### src/rtl/nv_nvdla_hs_pkg.sv
`default_nettype none
// +----------------------------------------------------------------------+
// | nv_nvdla_hs_pkg : shared types and defaults for the req/ack source   |
// | Revision 1.0                                                         |
// +----------------------------------------------------------------------+
package nv_nvdla_hs_pkg;

    typedef enum logic [1:0] {
        IDLE   = 2'd0,
        REQ_HI = 2'd1,
        REQ_LO = 2'd2
    } hs_state_e;

    localparam int unsigned HS_TO_CYC_DEFAULT = 1024;

    // Bits needed to hold a count of 0..cyc-1 (at least one bit).
    function automatic int unsigned to_cnt_width(input int unsigned cyc);
        return (cyc > 1) ? $clog2(cyc) : 1;
    endfunction

endpackage
`default_nettype wire

### src/rtl/nv_nvdla_hs_req_src_if.sv
`default_nettype none
// +----------------------------------------------------------------------+
// | nv_nvdla_hs_req_src_if : event port, req/ack pair and status signals |
// | Revision 1.0                                                         |
// +----------------------------------------------------------------------+
interface nv_nvdla_hs_req_src_if #(
    parameter int DW    = 8,
    parameter int CNT_W = 16
) ();
    logic             evt_valid;
    logic [DW-1:0]    evt_data;
    logic             evt_ready;
    logic             req_o;
    logic [DW-1:0]    data_o;
    logic             ack_i;
    logic             done_o;
    logic             busy_o;
    logic [CNT_W-1:0] xfer_cnt;
    logic             err_o;
    logic             err_clr;

    // master: the request source itself; slave: producer plus ack return path.
    modport master (
        input  evt_valid, evt_data, ack_i, err_clr,
        output evt_ready, req_o, data_o, done_o, busy_o, xfer_cnt, err_o
    );
    modport slave (
        output evt_valid, evt_data, ack_i, err_clr,
        input  evt_ready, req_o, data_o, done_o, busy_o, xfer_cnt, err_o
    );
endinterface
`default_nettype wire

### src/rtl/nv_nvdla_hs_timeout.sv
`default_nettype none
// +----------------------------------------------------------------------+
// | nv_nvdla_hs_timeout : saturating phase timer, cleared on state entry |
// | Revision 1.0                                                         |
// +----------------------------------------------------------------------+
module nv_nvdla_hs_timeout
    import nv_nvdla_hs_pkg::*;
#(
    parameter int unsigned TO_CYC = HS_TO_CYC_DEFAULT
) (
    input  wire logic i_clk,
    input  wire logic i_rst,
    input  wire logic clr_i,
    input  wire logic en_i,
    output logic      reached_o
);
    localparam int unsigned CW = to_cnt_width(TO_CYC);

    generate
        if (TO_CYC == 0) begin : g_disabled
            logic unused_in;
            assign unused_in = ^{i_clk, i_rst, clr_i, en_i};
            assign reached_o = 1'b0;
        end else begin : g_enabled
            localparam logic [CW-1:0] LAST = CW'(TO_CYC - 1);
            logic [CW-1:0] cnt_q, cnt_d;
            logic          at_last;

            assign at_last = (cnt_q == LAST);

            // Saturating at LAST keeps reached_o asserted for as long as the phase stalls.
            always_comb begin
                cnt_d = cnt_q;
                if (clr_i)
                    cnt_d = '0;
                else if (en_i && !at_last)
                    cnt_d = cnt_q + CW'(1);
            end

            always_ff @(posedge i_clk) begin
                if (i_rst) cnt_q <= '0;
                else       cnt_q <= cnt_d;
            end

            assign reached_o = en_i && at_last;
        end
    endgenerate
endmodule
`default_nettype wire

### src/rtl/nv_nvdla_hs_req_src.sv
`default_nettype none
// +----------------------------------------------------------------------+
// | nv_nvdla_hs_req_src : four-phase request source with one-entry hold  |
// | Revision 1.0                                                         |
// +----------------------------------------------------------------------+
module nv_nvdla_hs_req_src
    import nv_nvdla_hs_pkg::*;
#(
    parameter int          DW     = 8,
    parameter int          CNT_W  = 16,
    parameter int unsigned TO_CYC = HS_TO_CYC_DEFAULT
) (
    input  wire logic             i_clk,
    input  wire logic             i_rst,
    nv_nvdla_hs_req_src_if.master hs
);
    hs_state_e        state_q, state_d;
    logic             hold_vld_q, hold_vld_d;
    logic [DW-1:0]    hold_data_q, hold_data_d;
    logic             req_q, req_d;
    logic [DW-1:0]    data_q, data_d;
    logic             done_q, done_d;
    logic [CNT_W-1:0] cnt_q, cnt_d;
    logic             err_q, err_d;
    logic             launch, accept, to_reached;

    // A stale acknowledge in IDLE blocks launch so it cannot complete a new transfer.
    assign launch       = (state_q == IDLE) && hold_vld_q && !hs.ack_i;
    assign hs.evt_ready = !hold_vld_q || launch;
    assign accept       = hs.evt_valid && hs.evt_ready;

    always_comb begin
        state_d     = state_q;
        req_d       = req_q;
        data_d      = data_q;
        done_d      = 1'b0;
        cnt_d       = cnt_q;
        hold_vld_d  = hold_vld_q;
        hold_data_d = hold_data_q;

        if (accept) begin
            hold_vld_d  = 1'b1;
            hold_data_d = hs.evt_data;
        end else if (launch) begin
            hold_vld_d  = 1'b0;
        end

        case (state_q)
            IDLE: begin
                if (launch) begin
                    state_d = REQ_HI;
                    req_d   = 1'b1;
                    data_d  = hold_data_q;
                end
            end
            REQ_HI: begin
                if (hs.ack_i) begin
                    state_d = REQ_LO;
                    req_d   = 1'b0;
                end
            end
            REQ_LO: begin
                if (!hs.ack_i) begin
                    state_d = IDLE;
                    done_d  = 1'b1;
                    cnt_d   = cnt_q + CNT_W'(1);
                end
            end
            default: begin
                state_d = IDLE;
                req_d   = 1'b0;
            end
        endcase

        // Setting wins over a simultaneous clear.
        err_d = to_reached ? 1'b1 : (hs.err_clr ? 1'b0 : err_q);
    end

    always_ff @(posedge i_clk) begin
        if (i_rst) begin
            state_q     <= IDLE;
            hold_vld_q  <= 1'b0;
            hold_data_q <= '0;
            req_q       <= 1'b0;
            data_q      <= '0;
            done_q      <= 1'b0;
            cnt_q       <= '0;
            err_q       <= 1'b0;
        end else begin
            state_q     <= state_d;
            hold_vld_q  <= hold_vld_d;
            hold_data_q <= hold_data_d;
            req_q       <= req_d;
            data_q      <= data_d;
            done_q      <= done_d;
            cnt_q       <= cnt_d;
            err_q       <= err_d;
        end
    end

    nv_nvdla_hs_timeout #(
        .TO_CYC    (TO_CYC)
    ) u_timeout (
        .i_clk     (i_clk),
        .i_rst     (i_rst),
        .clr_i     (state_d != state_q),
        .en_i      (state_q != IDLE),
        .reached_o (to_reached)
    );

    assign hs.req_o    = req_q;
    assign hs.data_o   = data_q;
    assign hs.done_o   = done_q;
    assign hs.xfer_cnt = cnt_q;
    assign hs.err_o    = err_q;
    assign hs.busy_o   = (state_q != IDLE) || hold_vld_q;
endmodule
`default_nettype wire

### src/flat_wrapper.sv
// flat-port wrapper written by rule: the top's interface ports become plain ports
module nv_nvdla_hs_req_src_flat import nv_nvdla_hs_pkg::*;
#(
    parameter int          DW     = 8,
    parameter int          CNT_W  = 16,
    parameter int unsigned TO_CYC = HS_TO_CYC_DEFAULT
)
  (i_clk, i_rst, hs_evt_valid, hs_evt_data, hs_ack_i, hs_err_clr, hs_evt_ready, hs_req_o, hs_data_o, hs_done_o, hs_busy_o, hs_xfer_cnt, hs_err_o);
  nv_nvdla_hs_req_src_if #(.DW(DW), .CNT_W(CNT_W)) hs_i ();
  input  wire logic i_clk;
  input  wire logic i_rst;
  input wire logic [$bits(hs_i.evt_valid)-1:0] hs_evt_valid;
  input wire logic [$bits(hs_i.evt_data)-1:0] hs_evt_data;
  input wire logic [$bits(hs_i.ack_i)-1:0] hs_ack_i;
  input wire logic [$bits(hs_i.err_clr)-1:0] hs_err_clr;
  output wire logic [$bits(hs_i.evt_ready)-1:0] hs_evt_ready;
  output wire logic [$bits(hs_i.req_o)-1:0] hs_req_o;
  output wire logic [$bits(hs_i.data_o)-1:0] hs_data_o;
  output wire logic [$bits(hs_i.done_o)-1:0] hs_done_o;
  output wire logic [$bits(hs_i.busy_o)-1:0] hs_busy_o;
  output wire logic [$bits(hs_i.xfer_cnt)-1:0] hs_xfer_cnt;
  output wire logic [$bits(hs_i.err_o)-1:0] hs_err_o;
  assign hs_i.evt_valid = hs_evt_valid;
  assign hs_i.evt_data = hs_evt_data;
  assign hs_i.ack_i = hs_ack_i;
  assign hs_i.err_clr = hs_err_clr;
  assign hs_evt_ready = hs_i.evt_ready;
  assign hs_req_o = hs_i.req_o;
  assign hs_data_o = hs_i.data_o;
  assign hs_done_o = hs_i.done_o;
  assign hs_busy_o = hs_i.busy_o;
  assign hs_xfer_cnt = hs_i.xfer_cnt;
  assign hs_err_o = hs_i.err_o;
  nv_nvdla_hs_req_src #(.DW(DW), .CNT_W(CNT_W), .TO_CYC(TO_CYC)) u_core (.i_clk(i_clk), .i_rst(i_rst), .hs(hs_i));
endmodule
### config.mk
export PLATFORM = sky130hd
export DESIGN_NAME = nv_nvdla_hs_req_src_flat
export DESIGN_NICKNAME = d
export VERILOG_FILES = /design/src/rtl/nv_nvdla_hs_pkg.sv /design/src/rtl/nv_nvdla_hs_req_src_if.sv /design/src/rtl/nv_nvdla_hs_timeout.sv /design/src/rtl/nv_nvdla_hs_req_src.sv /design/src/flat_wrapper.sv
export SDC_FILE = /design/constraint.sdc
export NUM_CORES = 1
export LEC_CHECK = 0
export ABC_AREA = 0
export CAP_MARGIN = 25
export CORE_UTILIZATION = 54
export CTS_CLUSTER_SIZE = 12
export DETAILED_ROUTE_END_ITERATION = 16
export GPL_ROUTABILITY_DRIVEN = 0
export PLACE_DENSITY = 0.82
export SLEW_MARGIN = 10
export SYNTH_ARGS = -nofsm -noshare
export SYNTH_HDL_FRONTEND = slang
export SYNTH_SLANG_ARGS = --single-unit
### constraint.sdc
create_clock -name i_clk -period 3.3 [get_ports i_clk]
set_input_delay 0.66 -clock i_clk [delete_from_list [all_inputs] [get_ports i_clk]]
set_output_delay 0.66 -clock i_clk [all_outputs]
set_load 0.03 [all_outputs]
* Word-level counts from Yosys, hierarchy flattened
Cells that the tools add are included.
** Storage, ports and cells
- Input bits :: 13
- Word-level logic and storage cells :: 50
- Output and inout bits :: 29
- Flip-flop bits (word level) :: 48
** Operators by class
- Bitwise gates (word level) :: 2
- Equality and inequality tests :: 6
- Muxes and demuxes :: 12
- Reductions and logical operators :: 19
- Add/subtract/negate cells :: 2
** Operators with widths (number)
- 16-bit by 1-bit adder with 16-bit output, second input constant :: 1
- 10-bit by 1-bit adder with 10-bit output, second input constant :: 1
- 10-bit == test, second input constant :: 1
- 1-bit 2-to-1 mux :: 7
- 2-bit 2-to-1 mux :: 3
- 2-bit case mux with 3 select lines :: 1
- 2-bit nonzero test :: 3
- 1-bit logical AND :: 5
- 2-bit AND reduction :: 2
- 2-bit OR reduction :: 2
- 1-bit logical NOT :: 3
- 1-bit case mux with 3 select lines :: 1
- 3-bit AND reduction :: 1
- 2-bit by 1-bit == test with 1-bit output, second input constant :: 1
- 2-bit == test, second input constant :: 1
- 2-bit logical NOT :: 1
- 1-bit logical OR :: 2
- 2-bit by 1-bit inequality test with 1-bit output, second input constant :: 1
- 2-bit inequality test :: 1
- 2-bit inequality test, second input constant :: 1
- 1-bit inverter :: 2

* Longest topological paths before layout
Gate-level depths: netlist (run 1).
- Depth in word-level cells :: 7
- Mapped depth :: 6
- Gate-level depth less buffers :: 5

* Hierarchy
A second synthesis (run 1) with hierarchy kept.
** Unflattened totals
- Cell total of the unflattened synthesis :: 248
- Area, all modules :: 2144.6 µm²
** By module, submodules not included
- nv_nvdla_hs_req_src :: area an instance 1547.7 µm², times used 1, seq. area each 760.7 µm², cells an instance 180
- nv_nvdla_hs_timeout :: area an instance 596.8 µm², times used 1, seq. area each 200.2 µm², cells an instance 68

* Worst setup path after synthesis (run 1)
Ideal clock, no wire load.
- Kind :: in2out
- Start :: input port hs_ack_i
- End :: output port hs_evt_ready
- Buffers on the path :: 2
- Stages on the path :: 3
- Arrival time :: 1.501 ns
- Path slack :: 1.139 ns
- Path through :: buf_6 > o31ai_1 > clkbuf_1
** Between the ends
- Cells in the longest elaborated chain, start to end :: 3
** RTL lines
- from (decl) :: line flat_wrapper.sv:14 : input wire logic [$bits(hs_i.ack_i)-1:0] hs_ack_i;
- 1-bit logical NOT :: line nv_nvdla_hs_req_src.sv:28 : assign launch = (state_q == IDLE) && hold_vld_q && !hs.ack_i;
- 1-bit logical AND :: line nv_nvdla_hs_req_src.sv:28
- 1-bit logical OR :: line nv_nvdla_hs_req_src.sv:29 : assign hs.evt_ready = !hold_vld_q || launch;
- to (decl) :: line flat_wrapper.sv:16 : output wire logic [$bits(hs_i.evt_ready)-1:0] hs_evt_ready;
No other way between the ends.

* Final worst setup path (run 1)
Ends and elaborated chain as after synthesis.

==> results of run 1 <==
-- power by group through the flow --
stage          logic, mW  registers [mW]  clock network [mW]
6_report          0.0781           0.597               0.357
5_1_grt           0.0852           0.599               0.387
4_1_cts           0.0783           0.597               0.364
3_5_place_dp      0.0780           0.611                   0
3_3_place_gp      0.0774           0.610                   0
2_1_floorplan     0.0440           0.613                   0
-- how the worst min path moves through the flow --
stage | start | endpoint | slack, ns | cells after the start
4_1_cts | u_core.hold_data_q[6]$_SDFFE_PP0P_ | u_core.hold_data_q[6]$_SDFFE_PP0P_ | 0.46 | 2
3_3_place_gp | u_core.hold_data_q[4]$_SDFFE_PP0P_ | u_core.hs.data_o[4]$_SDFFE_PP0P_ | 0.44 | 2
3_5_place_dp | u_core.hold_data_q[7]$_SDFFE_PP0P_ | u_core.hs.data_o[7]$_SDFFE_PP0P_ | 0.45 | 2
2_1_floorplan | u_core.hold_data_q[0]$_SDFFE_PP0P_ | u_core.hs.data_o[0]$_SDFFE_PP0P_ | 0.43 | 2
6_report | u_core.hold_data_q[7]$_SDFFE_PP0P_ | u_core.hs.data_o[7]$_SDFFE_PP0P_ | 0.46 | 2
5_1_grt | u_core.hold_data_q[0]$_SDFFE_PP0P_ | u_core.hold_data_q[0]$_SDFFE_PP0P_ | 0.48 | 2
-- registers in the layout, summed over array words and instances, names as in the netlist --
register,flops
u_core.u_timeout.g_enabled.cnt_q,10
u_core.hs.req_o,1
u_core.state_q,2
u_core.hs.err_o,1
u_core.hs.xfer_cnt,16
u_core.hs.data_o,8
u_core.hs.done_o,1
u_core.hold_data_q,8
u_core.hold_vld_q,1
-- tightest hold or removal path, stage by stage, from the launching register on --
cell,delay (ns)
dfxtp_1,0.32
nand2_1,0.05
a21oi_1,0.05
-- logic make-up (layout without fill, tap and decap cells) --
| group | after synthesis | count (layout) | synth area share |
|---|---|---|---|
| fa+ha+maj | 2 | 2 | 0.0121 |
| xor+xnor | 17 | 17 | 0.0723 |
| flops | 48 | 48 | 0.467 |
| compound gates | 44 | 44 | 0.122 |
| simple gates | 113 | 113 | 0.281 |
| buf+inv | 16 | 55 | 0.0358 |
| mux | 2 | 2 | 0.00972 |
-- synth_stat cells, types with 3 or more instances --
| library cell | number | share of area |
|---|---|---|
| dfxtp_1 | 48 | 0.47 |
| nand2_1 | 34 | 0.062 |
| a21oi_1 | 27 | 0.066 |
| nor2_1 | 26 | 0.047 |
| nand3_1 | 15 | 0.036 |
| xnor2_1 | 13 | 0.055 |
| clkbuf_1 | 8 | 0.015 |
| nand4_1 | 6 | 0.018 |
| o21ai_0 | 6 | 0.015 |
| and4_1 | 5 | 0.021 |
| nor3_1 | 5 | 0.012 |
| inv_1 | 4 | 0.0073 |
| nor2b_1 | 4 | 0.012 |
| xor2_1 | 4 | 0.017 |
| o31ai_1 | 3 | 0.011 |
| or3_1 | 3 | 0.0091 |
-- layer usage --
metal	share of wire	vias to the layer above	GRT usage
li1	-	923	-
met2	0.45	29	0.348
met3	0.031	7	0.0482
met5	0	-	0
met1	0.50	847	0.304
met4	0.017	0	0.0938
-- cell type report --
type                    instances  share of cell area
inverters                       4             0.00581
multi-input cells             178               0.397
repair buffers                 44               0.167
well taps                      48              0.0233
clock buffers                   6              0.0320
clock inverters                 1             0.00339
flip-flops and latches         48               0.372
==> results by group, run 1 <==
Timing
  • Final setup violation count: 0
  • Final Slew Violations: 0
  • Period minus WS final: 2.58 ns
  • Clock Skews: 0.00450 ns
  • Hold Vio Cnt, Final: 0
  • RSZ-0062 raised after global routing: false
  • Max Clk Rate: 387 MHz
  • Final setup TNS: 0 ns
  • Slew @ Worst Pin: 0.560 ns
  • Final period utilization: 0.783
  • Worst Hold Slack: 0.458 ns
  • Post-route setup slack: 0.717 ns
  • Slew headroom: 0.623

Cells and area
  • Most frequent cells in the layout: 48 x dfxtp_1, 40 x clkdlybuf4s50_1, 34 x nand2_1
  • Synth-to-Final Area Change: 25.4%
  • Area occupied by multi-input gates: 1020 sq um
  • Layout cells sized above 1: 0.0498
  • Final net count: 296
  • Final instance area: 2580 sq um
  • Register area: 961 sq um
  • Layout fillers: 297
  • Most common cell after layout, fill and taps aside: dfxtp_1
  • Antenna cells: 0
  • Post-route insts no fill: 329
  • Finished Core Util: 0.705

Global route
  • Largest net degree at the start of global routing: 39
  • Initial antenna violation count: 0
  • Vias in the first global route: 1627
  • Grt ovf: 0
  • All-Layer GR Usage: 0.226
  • First-pass GRT wire length: 7190 microns

Worst setup path
  • CP Launch Point: hs_ack_i
  • Critical path depth in cells: 4
  • Slowest stage delay, CP: 0.57 ns
  • Critical Path RT: 2.64 ns
  • Crit-path cells: clkdlybuf4s50_1 -> o31ai_1 -> buf_4 -> buf_4
  • Data arrival time of the critical path: 1.92 ns
  • Critical path's slowest cell: clkdlybuf4s50_1
  • Maximum net fanout on the critical path: 11
  • CP Capture Type: output port
  • Crit start category: primary input
  • Reg2reg end: u_core.hs.xfer_cnt[14]$_SDFFE_PP0P_
  • Crit path max-delay family: buffers and inverters
  • Reg-to-Reg Start: u_core.state_q[1]$_SDFF_PP0_
  • Crit Path Category: in2out
  • CP most frequent cell: buf_4
  • R2R depth: 4
  • Worst reg-to-reg setup slack: 1.40 ns
  • Buf/Inv on CP: 3
  • Worst setup path endpoint: hs_evt_ready

Min path
  • Hold Crit Class: reg2reg

Routing
  • First-pass DRT Iterations: 4
  • Routed vias: 1806
  • Via-per-instance ratio: 5.49
  • Final WL: 4220 microns
  • ANT nets after route: 0
  • Residual DRC: 0
  • DR iter-0 viols: 109
  • Routed length per instance: 12.8 microns

Logic synthesis
  • Main synth FF type: dfxtp_1
  • Ys Warns: 0
  • Syn nets: 257
  • Register area share after synthesis: 0.467
  • Synth cell types: 37
  • Cell count after synthesis: 242
  • Post-synth ARST share: 0
  • Syn Area/Cell: 8.51 sq um
  • Synthesized flop and latch total: 48
  • Post-synth EDFFs: 0
  • Synth Cell Area: 2060 sq um

Power
  • Sequential power share: 0.579
  • Sw Pwr: 0.241 mW
  • Internal Power: 0.791 mW
  • Sw Ratio: 0.233
  • Power Total: 1.03 mW
  • Combinational share of power: 0.076
  • P per Cell Area: 400 nW/um^2
  • Clock network fraction of total power: 0.346
  • Leak: 0.849 nW
  • Max IR drop VDD: 0.266 mV

Clock network
  • Post-CTS setup buffer count: 0
  • Sink Count: 48
  • CTS tree: built
  • Bufs on Longest Clock Path: 2
  • Reg clk slew, reported paths: 0.08 ns
  • CTS root buf: clkbuf_8
  • Max H-tree Level: 2
  • Worst-skew pair later-pin latency: 0.30 ns
  • CTS Buf Count: 5
  • Hold_buf cts: 0
  • Gates resized, CTS repair: 0

Place
  • Post-DP Area: 2490 sq um
  • Cell Count Post-Placement: 322
  • Placement Setup Slack: 0.716 ns
  • Port Buffers: 41
  • DP HPWL: 2950 microns

Floorplanning
  • Die X: 63.8 microns
  • Initial core utilization: 0.563
  • Core area: 3660 sq um
  • Row cnt: 22
  • Die area: 4060 sq um
  • Die Height: 63.8 microns
  • I/O pin count: 42

Flow run
  • Total of max-cap violations: 0

Status
  • Result of the run: finished, final reports clean
(Power assumes the default switching activity.)
==> run 2: changes to the inputs <==
--- a/config.mk
+++ b/config.mk
@@ -7,11 +7,11 @@
 export LEC_CHECK = 0
 export ABC_AREA = 0
 export CAP_MARGIN = 25
-export CORE_UTILIZATION = 54
+export CORE_UTILIZATION = 45
 export CTS_CLUSTER_SIZE = 12
 export DETAILED_ROUTE_END_ITERATION = 16
 export GPL_ROUTABILITY_DRIVEN = 0
-export PLACE_DENSITY = 0.82
+export PLACE_DENSITY = 0.73
 export SLEW_MARGIN = 10
 export SYNTH_ARGS = -nofsm -noshare
 export SYNTH_HDL_FRONTEND = slang
==> constraint.sdc (replaced) <==
create_clock -name i_clk -period 2.2 [get_ports i_clk]
set_input_delay 0.44 -clock i_clk [delete_from_list [all_inputs] [get_ports i_clk]]
set_output_delay 0.44 -clock i_clk [all_outputs]
set_load 0.03 [all_outputs]
==> results by group, run 2 (synthesized netlist as in run 1, its figures left out) <==
Cells and area
  • Synth-to-Final Area Change: 28.4%
  • Most common cell after layout, fill and taps aside: dfxtp_1
  • Layout cells sized above 1: 0.0697
  • Max reg flops: 16
  • Most frequent cells in the layout: 48 x dfxtp_1, 40 x clkdlybuf4s50_1, 34 x nand2_1
  • Final net count: 301
  • Antenna cells: 0

Worst setup path
  • Slowest stage delay, CP: 0.60 ns
  • Data arrival time of the critical path: 1.61 ns
  • Reg2reg end: u_core.hs.xfer_cnt[14]$_SDFFE_PP0P_
  • Worst reg-to-reg setup slack: 0.52 ns
  • R2R depth: 5
  • Reg-to-Reg Start: u_core.hs.xfer_cnt[0]$_SDFFE_PP0P_
  • Maximum net fanout on the critical path: 4
  • Critical path's slowest cell: clkdlybuf4s50_1
  • Crit-path cells: or3_1 -> clkdlybuf4s50_1
  • Crit start category: register
  • CP Launch Point: u_core.hold_vld_q$_SDFFE_PP0P_
  • Crit Path Category: reg2out
  • CP Capture Type: output port
  • Worst setup path endpoint: hs_busy_o
  • Critical Path RT: 1.76 ns

Routing
  • Routed length per instance: 12.6 microns
  • ANT nets after route: 0
  • Final WL: 4260 microns
  • Via-per-instance ratio: 5.34
  • First-pass DRT Iterations: 4
  • DR iter-0 viols: 109
  • Routed vias: 1809
  • Residual DRC: 0

Global route
  • Grt ovf: 0
  • First-pass GRT wire length: 7350 microns
  • All-Layer GR Usage: 0.189
  • Vias in the first global route: 1647
  • GR peak layer: met2
  • Largest net degree at the start of global routing: 39
  • Met2 Use GR: 0.302
  • M3 GR Usage: 0.0363
  • Initial antenna violation count: 0
  • Met1 Track Usage GR: 0.246

Min path
  • Hold Crit Class: reg2reg

Floorplanning
  • Die Height: 69.7 microns
  • Row cnt: 24
  • Initial core utilization: 0.470
  • Die area: 4850 sq um
  • Core area: 4380 sq um
  • Die X: 69.7 microns
  • I/O pin count: 42

Power
  • Leak: 0.881 nW
  • Max IR drop VDD: 0.425 mV
  • P per Cell Area: 624 nW/um^2

Timing
  • Max Clk Rate: 487 MHz
  • RSZ-0062 raised after global routing: false
  • Slew headroom: 0.612
  • Final period utilization: 0.934
  • Worst Hold Slack: 0.457 ns
  • Slew @ Worst Pin: 0.567 ns
  • Period minus WS final: 2.05 ns
  • Final setup TNS: 0 ns
  • Final setup violation count: 0
  • Hold Vio Cnt, Final: 0
  • Final Slew Violations: 0
  • Clock Skews: 0.00617 ns

Status
  • Result of the run: finished, final reports clean

Clock network
  • Reg clk slew, reported paths: 0.09 ns
  • Post-CTS setup buffer count: 0
  • CTS root buf: clkbuf_8
  • CTS tree: built
  • Max H-tree Level: 2
  • Gates resized, CTS repair: 0
  • Bufs on Longest Clock Path: 2
  • Worst-skew pair later-pin latency: 0.30 ns
  • CTS Buf Count: 5
  • Hold_buf cts: 0
  • Sink Count: 48

Flow run
  • Total of max-cap violations: 0

Place
  • DP HPWL: 2910 microns
  • Port Buffers: 41
## run 2: worst min path at each step
| stage | cells past startpoint | end | startpoint | slack, ns |
|---|---|---|---|---|
| finish | 2 | u_core.hs.data_o[1]$_SDFFE_PP0P_ | u_core.hs.data_o[1]$_SDFFE_PP0P_ | 0.46 |
| floorplan | 2 | u_core.hs.data_o[0]$_SDFFE_PP0P_ | u_core.hold_data_q[0]$_SDFFE_PP0P_ | 0.43 |
| detailed placement | 2 | u_core.hs.data_o[5]$_SDFFE_PP0P_ | u_core.hold_data_q[5]$_SDFFE_PP0P_ | 0.44 |
| global route | 2 | u_core.hs.req_o$_SDFFE_PP0P_ | u_core.hs.req_o$_SDFFE_PP0P_ | 0.48 |
| CTS | 2 | u_core.hs.data_o[5]$_SDFFE_PP0P_ | u_core.hold_data_q[5]$_SDFFE_PP0P_ | 0.46 |
| global placement | 2 | u_core.hs.req_o$_SDFFE_PP0P_ | u_core.hs.req_o$_SDFFE_PP0P_ | 0.44 |
## run 2: worst max-delay path, delay by kind of cell, from the launching register on
kind          cells  cell delay (ns)
buf+inv           1             0.60
simple gates      1             0.38
flops             1             0.34
## run 2: final cells by class
type                       instances  area, sq um
tap                               52         65.1
clock inverter                     3         42.5
timing repair buffer              49          468
multi-input combinational        178         1020
inverter                           4         15.0
fill                             415         1740
sequential                        48          961
clock buffer                       5         68.8
## run 2: per-stage QoR
| step | power, mW | utilization | instances | area (sq um) | setup slack [ns] |
|---|---|---|---|---|---|
| 3_3_place_gp | 1.04 | 0.578 | 331 | 2530 | 0.101 |
| 3_5_place_dp | 1.04 | 0.578 | 331 | 2530 | 0.0679 |
| 6_report | 1.65 | 0.603 | 339 | 2650 | 0.146 |
| 2_1_floorplan | 0.986 | - | 242 | 2060 | 0.452 |
| 4_1_cts | 1.67 | 0.603 | 339 | 2650 | 0.127 |
| 5_1_grt | 1.72 | 0.603 | 339 | 2650 | 0.0889 |
## run 2: power by group
group	switching (mW)	total, mW	internal (mW)	leakage (nW)
combinational	0.0683	0.123	0.0551	0.438
sequential	0.00851	0.892	0.884	0.389
clock	0.297	0.634	0.336	0.0541
## run 2: layer usage
layer	vias to the layer above	wire length [microns]
met5	-	0
met4	0	104
met3	9	164
met2	38	1950
met1	823	2050
li1	939	-
